==> src/rtl/seg7_scan_ctrl.sv <==
// seg7_scan_ctrl: multiplexed N-digit seven-segment display controller.
// Scans one digit per REFRESH_DIV cycles, decodes hex, applies per-digit
// enables, leading-zero blanking and PWM dimming, and takes new display
// values over a valid/ready port that commits only at frame boundaries.
module seg7_scan_ctrl #(
    parameter int DIGITS      = 8,
    parameter int REFRESH_DIV = 100000,
    parameter int PWM_BITS    = 4,
    parameter bit ACTIVE_LOW  = 1'b1
) (
    input  logic                clock_100Mhz,
    input  logic                reset_n,
    input  logic [4*DIGITS-1:0] number_i,
    input  logic [DIGITS-1:0]   dp_i,
    input  logic                load_valid_i,
    output logic                load_ready_o,
    input  logic [DIGITS-1:0]   digit_en_i,
    input  logic                lz_blank_i,
    input  logic [PWM_BITS-1:0] brightness_i,
    output logic [DIGITS-1:0]   AN,
    output logic [6:0]          SEG,
    output logic                DP,
    output logic                frame_tick_o
);

    localparam int PRESC_W = (REFRESH_DIV > 1) ? $clog2(REFRESH_DIV) : 1;
    localparam int IDX_W   = (DIGITS > 1) ? $clog2(DIGITS) : 1;
    localparam logic [PRESC_W-1:0] LAST_PRESC = PRESC_W'(REFRESH_DIV - 1);
    localparam logic [IDX_W-1:0]   LAST_IDX   = IDX_W'(DIGITS - 1);

    // Inactive level of the pin drivers, used for reset and dark slots.
    localparam logic [DIGITS-1:0] AN_OFF  = ACTIVE_LOW ? '1 : '0;
    localparam logic [6:0]        SEG_OFF = ACTIVE_LOW ? '1 : '0;
    localparam logic              DP_OFF  = ACTIVE_LOW;

    // Hex to segment pattern, active-low, SEG[6]=a ... SEG[0]=g.
    function automatic logic [6:0] seg_decode(input logic [3:0] nib);
        case (nib)
            4'h0: seg_decode = 7'b0000001;
            4'h1: seg_decode = 7'b1001111;
            4'h2: seg_decode = 7'b0010010;
            4'h3: seg_decode = 7'b0000110;
            4'h4: seg_decode = 7'b1001100;
            4'h5: seg_decode = 7'b0100100;
            4'h6: seg_decode = 7'b0100000;
            4'h7: seg_decode = 7'b0001111;
            4'h8: seg_decode = 7'b0000000;
            4'h9: seg_decode = 7'b0000100;
            4'hA: seg_decode = 7'b0001000;
            4'hB: seg_decode = 7'b1100000;
            4'hC: seg_decode = 7'b0110001;
            4'hD: seg_decode = 7'b1000010;
            4'hE: seg_decode = 7'b0110000;
            default: seg_decode = 7'b0111000;
        endcase
    endfunction

    logic [PRESC_W-1:0]  presc_q, presc_d;
    logic [IDX_W-1:0]    idx_q, idx_d;
    logic [PWM_BITS-1:0] pwm_q;
    logic                pending_q;
    logic [4*DIGITS-1:0] pend_num_q, disp_num_q;
    logic [DIGITS-1:0]   pend_dp_q, disp_dp_q;
    logic [DIGITS-1:0]   an_q, an_d;
    logic [6:0]          seg_q, seg_d;
    logic                dp_q, dp_d;

    logic presc_wrap, frame_tick, accept, pwm_on;
    logic zero_run, dark, dp_bit;
    logic [3:0]        nib;
    logic [DIGITS-1:0] an_lo;
    logic [6:0]        seg_lo;
    logic              dp_lo;

    assign presc_wrap   = (presc_q == LAST_PRESC);
    assign frame_tick   = presc_wrap && (idx_q == LAST_IDX);
    assign frame_tick_o = frame_tick;
    assign load_ready_o = !pending_q;
    assign accept       = load_valid_i && !pending_q;

    // Scan counter next state: prescaler wraps, then the digit index steps.
    always_comb begin
        presc_d = presc_wrap ? '0 : presc_q + 1'b1;
        idx_d   = idx_q;
        if (presc_wrap) begin
            idx_d = (idx_q == LAST_IDX) ? '0 : idx_q + 1'b1;
        end
    end

    // Prescaler, digit index and free-running PWM counter.
    // NOTE: state registers use non-blocking assignments so every flop samples pre-edge values.
    always_ff @(posedge clock_100Mhz or negedge reset_n) begin
        if (!reset_n) begin
            presc_q <= '0;
            idx_q   <= '0;
            pwm_q   <= '0;
        end else begin
            presc_q <= presc_d;
            idx_q   <= idx_d;
            pwm_q   <= pwm_q + 1'b1;
        end
    end

    // Load capture into the pending buffer and frame-synchronous commit.
    always_ff @(posedge clock_100Mhz or negedge reset_n) begin
        if (!reset_n) begin
            pending_q  <= 1'b0;
            pend_num_q <= '0;
            pend_dp_q  <= '0;
            disp_num_q <= '0;
            disp_dp_q  <= '0;
        end else begin
            if (accept) begin
                pend_num_q <= number_i;
                pend_dp_q  <= dp_i;
            end
            if (frame_tick && pending_q) begin
                disp_num_q <= pend_num_q;
                disp_dp_q  <= pend_dp_q;
            end
            // A load taken in the tick cycle waits for the next boundary.
            if (accept) begin
                pending_q <= 1'b1;
            end else if (frame_tick) begin
                pending_q <= 1'b0;
            end
        end
    end

    assign pwm_on = (brightness_i == '1) || (pwm_q < brightness_i);

    // Select the current digit, decide blanking/enable, build active-low pin levels.
    // NOTE: every comb output gets a default first so no path leaves it unassigned (no latch).
    always_comb begin
        zero_run = 1'b1;
        nib      = '0;
        dp_bit   = 1'b0;
        dark     = 1'b1;
        an_lo    = '1;
        for (int k = 0; k < DIGITS; k++) begin
            zero_run = zero_run && (disp_num_q[4*(DIGITS-k)-1 -: 4] == 4'h0);
            if (idx_q == IDX_W'(k)) begin
                nib    = disp_num_q[4*(DIGITS-k)-1 -: 4];
                dp_bit = disp_dp_q[DIGITS-1-k];
                dark   = !digit_en_i[DIGITS-1-k]
                         || (lz_blank_i && (k != DIGITS - 1) && zero_run);
                an_lo[DIGITS-1-k] = dark || !pwm_on;
            end
        end
        seg_lo = dark ? 7'h7F : seg_decode(nib);
        dp_lo  = !(dp_bit && !dark);
        an_d   = ACTIVE_LOW ? an_lo  : ~an_lo;
        seg_d  = ACTIVE_LOW ? seg_lo : ~seg_lo;
        dp_d   = ACTIVE_LOW ? dp_lo  : ~dp_lo;
    end

    // Registered pin drivers, one cycle behind the scan state.
    always_ff @(posedge clock_100Mhz or negedge reset_n) begin
        if (!reset_n) begin
            an_q  <= AN_OFF;
            seg_q <= SEG_OFF;
            dp_q  <= DP_OFF;
        end else begin
            an_q  <= an_d;
            seg_q <= seg_d;
            dp_q  <= dp_d;
        end
    end

    assign AN  = an_q;
    assign SEG = seg_q;
    assign DP  = dp_q;

endmodule

==> config.mk <==
export PLATFORM = sky130hd
export DESIGN_NAME = seg7_scan_ctrl
export DESIGN_NICKNAME = d
export VERILOG_FILES = /design/src/rtl/seg7_scan_ctrl.sv
export SDC_FILE = /design/constraint.sdc
export NUM_CORES = 1
export LEC_CHECK = 0
export BUFFER_PORTS_ARGS = -buffer_cell sky130_fd_sc_hd__buf_2
export CAP_MARGIN = 20
export CORE_ASPECT_RATIO = 1.5
export CORE_MARGIN = 2
export CORE_UTILIZATION = 40
export CTS_CLUSTER_SIZE = 14
export DETAILED_ROUTE_END_ITERATION = 8
export MAX_ROUTING_LAYER = met4
export PLACE_DENSITY = 0.68
export SYNTH_ARGS = -nofsm -noshare
export SYNTH_HDL_FRONTEND = slang
export SYNTH_SLANG_ARGS = --single-unit
export TNS_END_PERCENT = 20
==> constraint.sdc <==
create_clock -name clock_100Mhz -period 3.17 [get_ports clock_100Mhz]
set_input_delay 0.1585 -clock clock_100Mhz [delete_from_list [all_inputs] [get_ports clock_100Mhz]]
set_output_delay 0.1585 -clock clock_100Mhz [all_outputs]
set_load 0.1 [all_outputs]
==> qor.csv <==
stage;metric;value;unit
layout;fin_area;7213;um^2
floorplan;die_h;149.6;um
timing;final.min_clock_period;2823;ps
timing;rsz0062_at_grt;no;
clock_tree;cts_inserted_buffers;17;
floorplan;coreArea;13930;um^2
grt;grt_pass1_wl;20940;um
power_and_ir_drop;ir_worst_vdd;0.2751;mV
setup_path;arrival;3160;ps
drt;drc;0;
setup_path;r2r_end;SEG[5];
timing;fmax;354.2;MHz
synth;synth_nets;543;
timing;finalWorstSetupSlack;346.6;ps
grt;antenna_found_initial;0;
floorplan;fp.dieW;101.1;um
grt;track_usage;18.55;%
setup_path;slowest_stage;dfrtp_1;
floorplan;rows;53;
setup_path;setup.worst_path.start;idx_q[0];
synth;ys_seq_area_share;53.92;%
setup_path;cp-endpoint;SEG[5];
timing;hold_viol;0;
synth;ys_types;55;
layout;num_antenna_cells;0;
placement;place_area;6213;um^2
setup_path;crit_path_cell_trace;ha_1 > ha_1 > a211oi_1 > a221o_1 > a21oi_1 > nor2_1 > inv_1 > ha_1 > a22o_1 > a311o_1;
clock_tree;clock_path_buffers;2;
grt;grt_max_degree;68;
timing;hold_slack;23.32;ps
placement;gp_congestion;0.9110;
layout;fin_cells;774;
floorplan;start_util;40.59;%
layout;area_growth_syn_to_layout;27.60;%
timing;setup_viol;0;
grt;globalRouteOverflowTotal;0;
setup_path;reg2reg_depth;10;
timing;tightestPinTransition;761.3;ps
synth;yosysTopAreaCell;dfrtp_1;
synth;synthArstFlopShare;100.0;%
floorplan;ios;74;
setup_path;r2r_start;idx_q[0];
worst_hold_path;hold_path_class;primary input to flop;
clock_tree;cts_root_buffer;clkbuf_16;
timing;relSlewSlack;49.07;%
clock_tree;cts.clk_slew.worst_paths;50;ps
drt;dr_total_vias;4104;
layout;drive_above_1_share;35.63;%
power_and_ir_drop;p_leak;0.003307;uW
synth;ys.flop_type;dfrtp_1;
setup_path;crit_type;flop to flop;
synth;yosys_register_bits;121;
setup_path;timing.reg2reg.setup_slack;350;ps
clock_tree;cts_tree;yes;
status;status;completed;
timing;drv_slew;0;
drt;ant_nets;0;
power_and_ir_drop;pwr_density_cell;515.1;nW/um^2
timing;post-route-period-util;89.07;%
synth;yosysWarnings;0;
synth;synth_edf_count;0;
floorplan;fp.dieArea;15120;um^2
timing;skew;8.404;ps
placement;place_ws;244.3;ps
synth;yosysMostFrequentCell;dfrtp_1;
drt;drtIter0Drc;212;
clock_tree;clkSinkCount;121;
synth;synthCells;470;
placement;port_buffers;73;
drt;wl_per_cell;16.35;um
setup_path;cp-start-kind;flop;
drt;drt-total-wl;12650;um
placement;dp_hpwl;9143;um
setup_path;end_kind;flop;
setup_path;cpPeakStageDelay;400;ps
grt;grt_pass1_vias;4343;
setup_path;crit_top_cell;ha_1;
setup_path;crit_required;3510;ps
synth;syn_area;5653;um^2
setup_path;cp_max_fo;15;
drt;dr.pass1.iters;4;
layout;final_nets;669;
synth;synthTopCellsByCount;105 x dfrtp_1, 77 x mux2_2, 32 x nand2_1, 23 x o21ai_0, 22 x nor2_1;
synth;syn_avg_cell_area;12.03;um^2
placement;dp.cells;699;
timing;fin_setup_tns;0;ps
synth;synth_top_cell_area_share;46.48;%
drt;viasPerCell;5.302;
clock_tree;clk-insertion-delay-late;420;ps
clock_tree;htree_num_levels;4;
synth;synthTopCellsByArea;dfrtp_1 46%, mux2_2 15%, dfstp_2 7.4%;
flow_run;max_cap_viol_count;0;
cells by family after synthesis:
| family | synth area share, % |
|---|---|
| buffers and inverters | 3.453 |
| muxes | 16.11 |
| xor gates and xnor gates | 2.479 |
| adders and majority gates | 3.763 |
| AOI/OAI and AO/OA | 8.964 |
| DFF | 53.92 |
| and+or+nand+nor | 11.31 |
per-layer routing:
| layer | up-vias | share of wire (%) | track usage (%) |
|---|---|---|---|
| li1 | 1930 | - | - |
| met1 | 2059 | 39 | 19.63 |
| met2 | 91 | 55 | 32.22 |
| met3 | 24 | 3.5 | 4.717 |
| met4 | 0 | 2.4 | 8.311 |
| met5 | - | 0 | - |
placed cells by master, fill, tap and decap left out, drive strengths merged, types with 5 or more instances in the layout:
master       instances
a21oi               19
buf                 84
mux2                80
clkbuf              19
nand3               12
nor2                22
dlygate4sd3         43
o21ai               26
xnor2                9
xor2                 7
nor4                 6
inv                 21
a221o                5
dfstp               16
clkinv               8
nor2b                8
nand2               33
ha                  17
dfrtp              105
and2                 6
repair_timing:
item / 4_1_cts / 5_1_grt
hold buffers: 43 / 0
gates resized for setup: 0 / 1
buffers inserted: 0 / 0
endpoints found under the hold margin: 80 / 0
endpoints found under the setup margin: 0 / 4
area by class of cell:
| type | count | area, um^2 |
|---|---|---|
| Clock buffer | 19 | 432.9 |
| Clock inverter | 13 | 130.1 |
| Fill cell | 1202 | 6713 |
| Inverter | 21 | 78.83 |
| Multi-Input combinational cell | 308 | 2424 |
| Sequential cell | 121 | 3048 |
| Tap cell | 165 | 206.4 |
| Timing Repair Buffer | 127 | 893.4 |
flip-flops by register name, summed over array words and instances (netlist names):
signal and flops:
idx_q 3, AN 8, pending_q 1, presc_q 17
pwm_q 4, disp_num_q 32, disp_dp_q 8, pend_dp_q 8
pend_num_q 32, SEG 7, DP 1
worst min path at each step:
stage / startpoint / endpoint / cells past startpoint
2_1_floorplan: reset_n / disp_dp_q[0] / 0
3_3_place_gp: reset_n / pend_dp_q[1] / 1
3_5_place_dp: reset_n / pend_dp_q[1] / 1
4_1_cts: digit_en_i[6] / AN[6] / 4
5_1_grt: digit_en_i[6] / AN[6] / 4
6_report: digit_en_i[6] / AN[6] / 4
where the power goes:
part           total (uW)  leakage [uW]  internal [uW]  switching, uW
logic                 234       0.00150            122            112
clock network        1820      0.000272           1150            672
registers            1660       0.00153           1620           41.8
per-stage QoR:
step / util, % / power [uW]
2_1_floorplan: - / 1780
3_3_place_gp: 44.62 / 1875
3_5_place_dp: 44.62 / 1886
4_1_cts: 51.75 / 3753
5_1_grt: 51.80 / 3854
6_report: 51.80 / 3716
critical path: cells and delay by family (launching register included):
family / cells / cell delay, ps
fa+ha+maj: 3 / 860
simple gates: 1 / 290
flops: 1 / 400
compound gates: 5 / 1070
buf+inv: 1 / 130
(Power assumes the default switching activity.)
